$ cat config.mk
export PLATFORM = sky130hd
export DESIGN_NAME = uart_rx_flat
export DESIGN_NICKNAME = d
export VERILOG_FILES = /design/src/rtl/uart_rx_if.sv /design/src/rtl/uart_rx.sv /design/src/flat_wrapper.sv
export SDC_FILE = /design/constraint.sdc
export NUM_CORES = 1
export LEC_CHECK = 0
export ABC_CLOCK_PERIOD_IN_PS = 2000
export BUFFER_PORTS_ARGS = -buffer_cell sky130_fd_sc_hd__buf_2
export CAP_MARGIN = 20
export CORE_MARGIN = 10
export CORE_UTILIZATION = 57
export CTS_CLUSTER_DIAMETER = 30
export CTS_CLUSTER_SIZE = 25
export DETAILED_ROUTE_END_ITERATION = 8
export PLACE_DENSITY = 0.89
export SLEW_MARGIN = 20
export SYNTH_ARGS = -nofsm -noshare
export SYNTH_HDL_FRONTEND = slang
export SYNTH_SLANG_ARGS = --single-unit
$ cat constraint.sdc
create_clock -name clk -period 2 [get_ports clk]
set_clock_uncertainty 0.2 [all_clocks]
set_input_delay 0.1 -clock clk [delete_from_list [all_inputs] [get_ports clk]]
set_output_delay 0.1 -clock clk [all_outputs]
set_load 0.05 [all_outputs]
$ cat src/rtl/uart_rx_if.sv
// uart_rx_if: received-byte valid/ready handshake between uart_rx and its consumer
interface uart_rx_if;
  logic [7:0] rx_data;
  logic       rx_valid;
  logic       rx_ready;
  modport master(output rx_data, output rx_valid, input rx_ready);
  modport slave(input rx_data, input rx_valid, output rx_ready);
endinterface

$ cat src/rtl/uart_rx.sv
// uart_rx: 8N1 serial receiver, 16x oversampling, one-entry valid/ready holding register; define UART_RX_PARITY_EN for 8E1 frames
module uart_rx #(
  parameter int CLOCK = 50,
  parameter int BAUD  = 115200
) (
  input  logic      clk,
  input  logic      rst_n,
  input  logic      rx,
  uart_rx_if.master bus,
  output logic      frame_err,
  output logic      overrun
);
  localparam int DIV = (CLOCK * 1000000) / (BAUD * 16);
  localparam int TW  = $clog2(DIV);

  typedef enum logic [2:0] {
    IDLE, START, DATA,
`ifdef UART_RX_PARITY_EN
    PARITY,
`endif
    STOP, BREAK
  } state_t;

  state_t        state_q, state_d;
  logic          sync1_q, sync1_d, rxs_q, rxs_d;
  logic [TW-1:0] tcnt_q, tcnt_d;
  logic [3:0]    scnt_q, scnt_d;
  logic [2:0]    bidx_q, bidx_d;
  logic [7:0]    sh_q, sh_d, data_q, data_d;
  logic          commit_q, commit_d, ferr_q, ferr_d, ovr_q, ovr_d, valid_q, valid_d;
  logic          tick, mid, good, load;
`ifdef UART_RX_PARITY_EN
  logic          perr_q, perr_d;
`endif

  // next-state logic: synchronizer, oversample timing, framing FSM and holding register
  always_comb begin
    tick     = tcnt_q == TW'(DIV - 1);
    mid      = tick && scnt_q == 4'd15;
    sync1_d  = rx;
    rxs_d    = sync1_q;
    tcnt_d   = tick ? '0 : tcnt_q + 1'b1;
    scnt_d   = tick ? scnt_q + 4'd1 : scnt_q;
    state_d  = state_q;
    bidx_d   = bidx_q;
    sh_d     = sh_q;
    commit_d = 1'b0;
    ferr_d   = 1'b0;
`ifdef UART_RX_PARITY_EN
    perr_d   = perr_q;
    good     = rxs_q && !perr_q;
`else
    good     = rxs_q;
`endif
    case (state_q)
      IDLE: if (!rxs_q) begin
        state_d = START;
        tcnt_d  = '0;
        scnt_d  = '0;
      end
      START: if (tick && scnt_q == 4'd7) begin
        state_d = rxs_q ? IDLE : DATA;
        scnt_d  = '0;
        bidx_d  = '0;
      end
      DATA: if (mid) begin
        sh_d   = {rxs_q, sh_q[7:1]};
        bidx_d = bidx_q + 3'd1;
`ifdef UART_RX_PARITY_EN
        if (bidx_q == 3'd7) state_d = PARITY;
`else
        if (bidx_q == 3'd7) state_d = STOP;
`endif
      end
`ifdef UART_RX_PARITY_EN
      PARITY: if (mid) begin
        perr_d  = ^{sh_q, rxs_q};
        state_d = STOP;
      end
`endif
      STOP: if (mid) begin
        state_d  = rxs_q ? IDLE : BREAK;
        commit_d = good;
        ferr_d   = !good;
      end
      BREAK: if (rxs_q) state_d = IDLE;
      default: state_d = IDLE;
    endcase
    load    = commit_q && (!valid_q || bus.rx_ready);
    valid_d = load || (valid_q && !bus.rx_ready);
    data_d  = load ? sh_q : data_q;
    ovr_d   = commit_q && !load;
  end

  // state registers; reset idles the line high and empties the holding register
  always_ff @(posedge clk) begin
    if (!rst_n) begin
      state_q  <= IDLE;
      sync1_q  <= 1'b1;
      rxs_q    <= 1'b1;
      tcnt_q   <= '0;
      scnt_q   <= '0;
      bidx_q   <= '0;
      sh_q     <= '0;
      data_q   <= '0;
      commit_q <= 1'b0;
      ferr_q   <= 1'b0;
      ovr_q    <= 1'b0;
      valid_q  <= 1'b0;
`ifdef UART_RX_PARITY_EN
      perr_q   <= 1'b0;
`endif
    end else begin
      state_q  <= state_d;
      sync1_q  <= sync1_d;
      rxs_q    <= rxs_d;
      tcnt_q   <= tcnt_d;
      scnt_q   <= scnt_d;
      bidx_q   <= bidx_d;
      sh_q     <= sh_d;
      data_q   <= data_d;
      commit_q <= commit_d;
      ferr_q   <= ferr_d;
      ovr_q    <= ovr_d;
      valid_q  <= valid_d;
`ifdef UART_RX_PARITY_EN
      perr_q   <= perr_d;
`endif
    end
  end

  assign bus.rx_data  = data_q;
  assign bus.rx_valid = valid_q;
  assign frame_err    = ferr_q;
  assign overrun      = ovr_q;
endmodule

$ cat src/flat_wrapper.sv
// flat-port wrapper written by rule: the top's interface ports become plain ports
module uart_rx_flat 
#(
  parameter int CLOCK = 50,
  parameter int BAUD  = 115200
)
  (clk, rst_n, rx, frame_err, overrun, bus_rx_data, bus_rx_valid, bus_rx_ready);
  uart_rx_if bus_i ();
  input  logic clk;
  input  logic rst_n;
  input  logic rx;
  output logic frame_err;
  output logic overrun;
  output wire logic [$bits(bus_i.rx_data)-1:0] bus_rx_data;
  output wire logic [$bits(bus_i.rx_valid)-1:0] bus_rx_valid;
  input wire logic [$bits(bus_i.rx_ready)-1:0] bus_rx_ready;
  assign bus_rx_data = bus_i.rx_data;
  assign bus_rx_valid = bus_i.rx_valid;
  assign bus_i.rx_ready = bus_rx_ready;
  uart_rx #(.CLOCK(CLOCK), .BAUD(BAUD)) u_core (.clk(clk), .rst_n(rst_n), .rx(rx), .bus(bus_i), .frame_err(frame_err), .overrun(overrun));
endmodule
After elaboration in Yosys (flattened, before gate mapping)
Cells that the tools add are included.
{"block": "op_classes", "n_addsub": 3, "n_eq_ne": 14, "n_mux": 19, "n_reduce_logical": 17}
{"cell": "$mux 3", "count": 9}
{"cell": "$mux 5", "count": 3}
{"cell": "$pmux 3 s5", "count": 1}
{"cell": "$mux 4", "count": 3}
{"cell": "$ne 2x1->1 const B", "count": 5}
{"cell": "$pmux 4 s2", "count": 1}
{"cell": "$eq 3x2->1 const B", "count": 2}
{"cell": "$eq 3x3->1 const B", "count": 2}
{"cell": "$pmux 3 s2", "count": 1}
{"cell": "$reduce_and 3->1", "count": 2}
{"cell": "$reduce_and 6->1", "count": 1}
{"cell": "$add 5x1->5 const B", "count": 1}
{"cell": "$eq 5x5->1 const B", "count": 1}
{"cell": "$logic_and 1x1->1", "count": 5}
{"cell": "$add 4x1->4 const B", "count": 1}
{"cell": "$eq 4x3->1 const B", "count": 1}
{"cell": "$eq 4x4->1 const B", "count": 1}
{"cell": "$logic_not 1->1", "count": 4}
{"cell": "$add 3x1->3 const B", "count": 1}
{"cell": "$eq 3x1->1 const B", "count": 1}
{"cell": "$logic_not 3->1", "count": 1}
{"cell": "$logic_or 1x1->1", "count": 2}
{"cell": "$mux 2", "count": 1}
{"cell": "$ne 2x2->1 const B", "count": 1}
{"cell": "2 further kinds", "count": 2}
{"block": "totals", "reg_bits": 37, "inputBits": 4, "out_inout_bits": 11, "wordCells": 65}

Logic depth before layout (Yosys ltp)
{"block": "logic_depth", "ltp_word": 5, "mapped_depth": 6, "depth_no_buf": 5}

Worst setup path before layout
OpenSTA, ideal clock, no wires.
{"block": "synth_path", "path_kind": "reg-to-reg", "from": "register u_core.scnt_q[0]", "to": "register u_core.sh_q[7]", "arrival_ns": 1.343, "setup_slack_ns": 0.385, "path_stages_with_launch": 6, "period_less_slack_ns": 1.615, "path_cell_list": "dfxtp_1 ha_1 and4_1 nor4b_2 buf_4 mux2i_1"}
{"block": "synth_between", "elab_chain_cells": 3}
{"item": "start, declared", "line": "uart_rx.sv:27", "source": "logic [3:0] scnt_q, scnt_d;"}
{"item": "start signal, assigned", "line": "uart_rx.sv:118", "source": "scnt_q <= scnt_d;"}
{"item": "$eq 4x4->1", "line": "uart_rx.sv:39", "source": "mid = tick && scnt_q == 4'd15;"}
{"item": "$logic_and 1x1->1", "line": "uart_rx.sv:39"}
{"item": "$reduce_and 2->1 (no line)"}
{"item": "end signal, assigned", "line": "uart_rx.sv:104", "source": "sh_q <= '0;"}
{"item": "end signal, assigned", "line": "uart_rx.sv:120", "source": "sh_q <= sh_d;"}
{"item": "end, declared", "line": "uart_rx.sv:29", "source": "logic [7:0] sh_q, sh_d, data_q, data_d;"}
No other way between the ends.
A chain may end at the register's enable or synchronous reset.

Final worst setup path
{"block": "layout_path", "from": "register u_core.scnt_q[0]", "to": "register u_core.sh_q[4]"}
Same word-level chain as after synthesis.

==> out/qor.yml <==
synthSimpleGateAreaFrac: 0.215
ys_seq_area_frac: 0.462
clk_pin_slew_worst_paths_ns: 0.12
regArea_um2: 741
synth_nets: 179
grt_overflow: 0
min_period_over_period: 0.910
finalWeightedCongestion: 0.797
dieArea_mm2: 0.00534
synth.avg_cell_area_um2: 9.49
min_period_ns: 1.82
grt_pass1_vias: 1189
drt_first_iter_violations: 92
worstHoldStart: "u_core.rxs_d"
cellLeakagePower_nw: 0.673
maxSlewHeadroom: 0.582
critical_path_class: "flip-flop to flip-flop"
hold_path.class: "flip-flop to flip-flop"
cp-startpoint: "u_core.scnt_q[0]"
place_hpwl_mm: 2.18
clk_latency_ns: 0.35
crit_chain: "ha_1 > and4_1 > nor4b_2 > buf_4 > mux2i_1"
clockBufferDepth: 2
cts_sinks: 37
cp.buffers_inverters: 1
grt_usage: 0.125
htree_levels: 2
synth_top_family_by_area: "simple AND/OR/NAND/NOR gates"
antenna_left: 0
fp-row-count: 19
ys_ff_latch: 37
cts_resized: 0
fill_cells: 223
vias: 1261
drive_above_1_share: 0.155
wl_per_cell_um: 13.7
start_util: 0.587
syn2layout_area_growth_pct: 11.1
portBuffers: 14
final_util: 0.652
drv_cap: 0
post_cts_buffers: 0
clockRootBuffer: "clkbuf_4"
synth-compound-area-share: 0.140
cts_buffers: 5
required_ns: 2.08
powerDensity_mw_per_mm2: 684
finalSetupViolCount: 0
drc_errors: 0
irDropWorstVdd_uv: 702
drv_slew: 0
tightest_slew_ns: 0.618
fin_cells: 218
tns_ns: 0
timing.critical_path.to_type: "flip-flop"
synthCells: 169
cts_tree: "built"
max_freq_mhz: 549
synth_mux_area_frac: 0.0686
antenna_found_initial: 0
post_synth_xor_area_fraction: 0.0218
n_antenna_cell: 0
nets: 196
hold_violations: 0
die_w_um: 73.1
multi_input_area_um2: 790
yosys.area_share.adder: 0.0468
avgViaCountPerCell: 5.78
rsz0062_at_grt: "false"
die-height_um: 73.1
grt_pass1_wl_mm: 5.38
start_kind: "flip-flop"
drt_wl_total_mm: 2.99
dr.pass1.iters: 4
status: "finished, final reports clean"
synth_area_mm2: 0.00160
critPathMaxStageDelay_ns: 0.42
crit_fanout: 8
arrival_ns: 1.90
r2r_start: "u_core.scnt_q[0]"
coreArea_mm2: 0.00273
ios: 15
yosys_warnings: 0
dp_cells: 206
ys_types: 36
cp_top_family: "simple AND/OR/NAND/NOR gates"
crit_path_top_delay_cell: "dfxtp_1"
grt_max_degree: 21
worst reg2reg max path, delay by kind of cell, from the launching register on:
family	cells	cell delay, ns
AND/OR/NAND/NOR	2	0.47
flip-flops	1	0.42
multiplexers	1	0.20
buffers and inverters	1	0.23
adder cells (fa/ha/maj)	1	0.24
stage by stage:
stage | cell area [um^2] | hold WS, ns | total power, mW | setup WS, ns
4_1_cts | 1780 | 0.221 | 1.24 | 0.183
2_1_floorplan | 1600 | 0.00147 | 0.801 | 0.385
3_5_place_dp | 1680 | 0.101 | 0.811 | 0.225
3_3_place_gp | 1680 | 0.0837 | 0.808 | 0.273
5_1_grt | 1780 | 0.265 | 1.28 | 0.0188
6_report | 1780 | 0.220 | 1.22 | 0.180
power breakdown:
part	switching, mW	internal, mW	leakage, nW
Combinational	0.0238	0.0215	0.336
Sequential	0.00962	0.745	0.299
Clock	0.248	0.171	0.0382
Total	0.282	0.937	0.673
cell usage in the layout, fill, tap and decap left out, types with 2 or more instances in the layout:
cell	n
a21oi_1	13
ha_1	6
xnor2_1	2
nand3_1	12
o211ai_1	3
nor2_1	10
or3_1	2
nand3b_1	2
nand2_1	19
buf_2	14
a311oi_1	2
o21ai_0	9
xor2_1	2
clkbuf_4	5
buf_4	2
dlygate4sd3_1	4
inv_1	5
nand2b_1	6
dfxtp_1	37
o41ai_1	3
mux2i_1	11
flip-flops by register name (all words and copies together) (netlist names), 3 cells and up:
register,count
u_core.bus.rx_data,8
u_core.scnt_q,4
u_core.state_q,3
u_core.sh_q,8
u_core.tcnt_q,5
u_core.bidx_q,3
per-layer routing:
layer  up-vias  GRT usage  wire length [um]  part of all wire
met5         -          0                 0                 0
met2        29      0.194              1430              0.48
li1        632          -                 -                 -
met4         0     0.0591                46             0.015
met3         5     0.0626               244             0.082
met1       595      0.139              1270              0.42
repair_timing:
action / 4_1_cts / 5_1_grt
endpoints found under the hold margin: 22 / 0
setup endpoints to repair: 0 / 0
hold buffers: 4 / 0
worst paths after layout:
path	endpoint	slack [ns]	depth (start not counted)
hold reg to reg	u_core.good	0.22	1
setup / recovery	u_core.sh_q[4]	0.18	5
hold / removal	u_core.good	0.22	1
setup reg to reg	u_core.sh_q[4]	0.18	5
Yosys cell counts, drive strengths merged:
cell type,count,area (um^2)
nand2b,6,37.5
nand3,12,60.1
a311oi,2,17.5
ha,6,75.1
xor2,2,17.5
nand3b,2,15.0
inv,5,18.8
o41ai,3,26.3
nand2,19,71.3
nor2b,1,6.26
nand4b,2,32.5
and4,1,8.76
clkbuf,6,22.5
and4b,1,10.0
or3,2,12.5
buf,4,28.8
or3b,1,11.3
a211oi,2,27.5
mux2i,11,110
nor4b,1,15.0
a21oi,13,65.1
o211ai,3,22.5
dfxtp,37,741
o41a,1,11.3
nor3,1,5.00
o21ai,9,45.0
a221oi,1,8.76
clkinv,1,3.75
or4b,1,10.0
xnor2,2,17.5
nor2,10,37.5
and4bb,1,12.5
cells by family after synthesis:
| family | Yosys count |
|---|---|
| buffers and inverters | 16 |
| flip-flops | 37 |
| multiplexers | 11 |
| adder cells (fa/ha/maj) | 6 |
| AO/OA/AOI/OAI | 34 |
| XOR/XNOR | 4 |
| AND/OR/NAND/NOR | 61 |
area by class of cell:
type / instances / share of cell area
clock inverter: 2 / 0.00772
inverter: 6 / 0.0126
clock buffer: 6 / 0.0288
tap: 31 / 0.0218
multi-input combinational: 116 / 0.443
timing repair buffer: 20 / 0.0702
sequential: 37 / 0.416
Note: power is estimated with default switching activity, not from simulation.
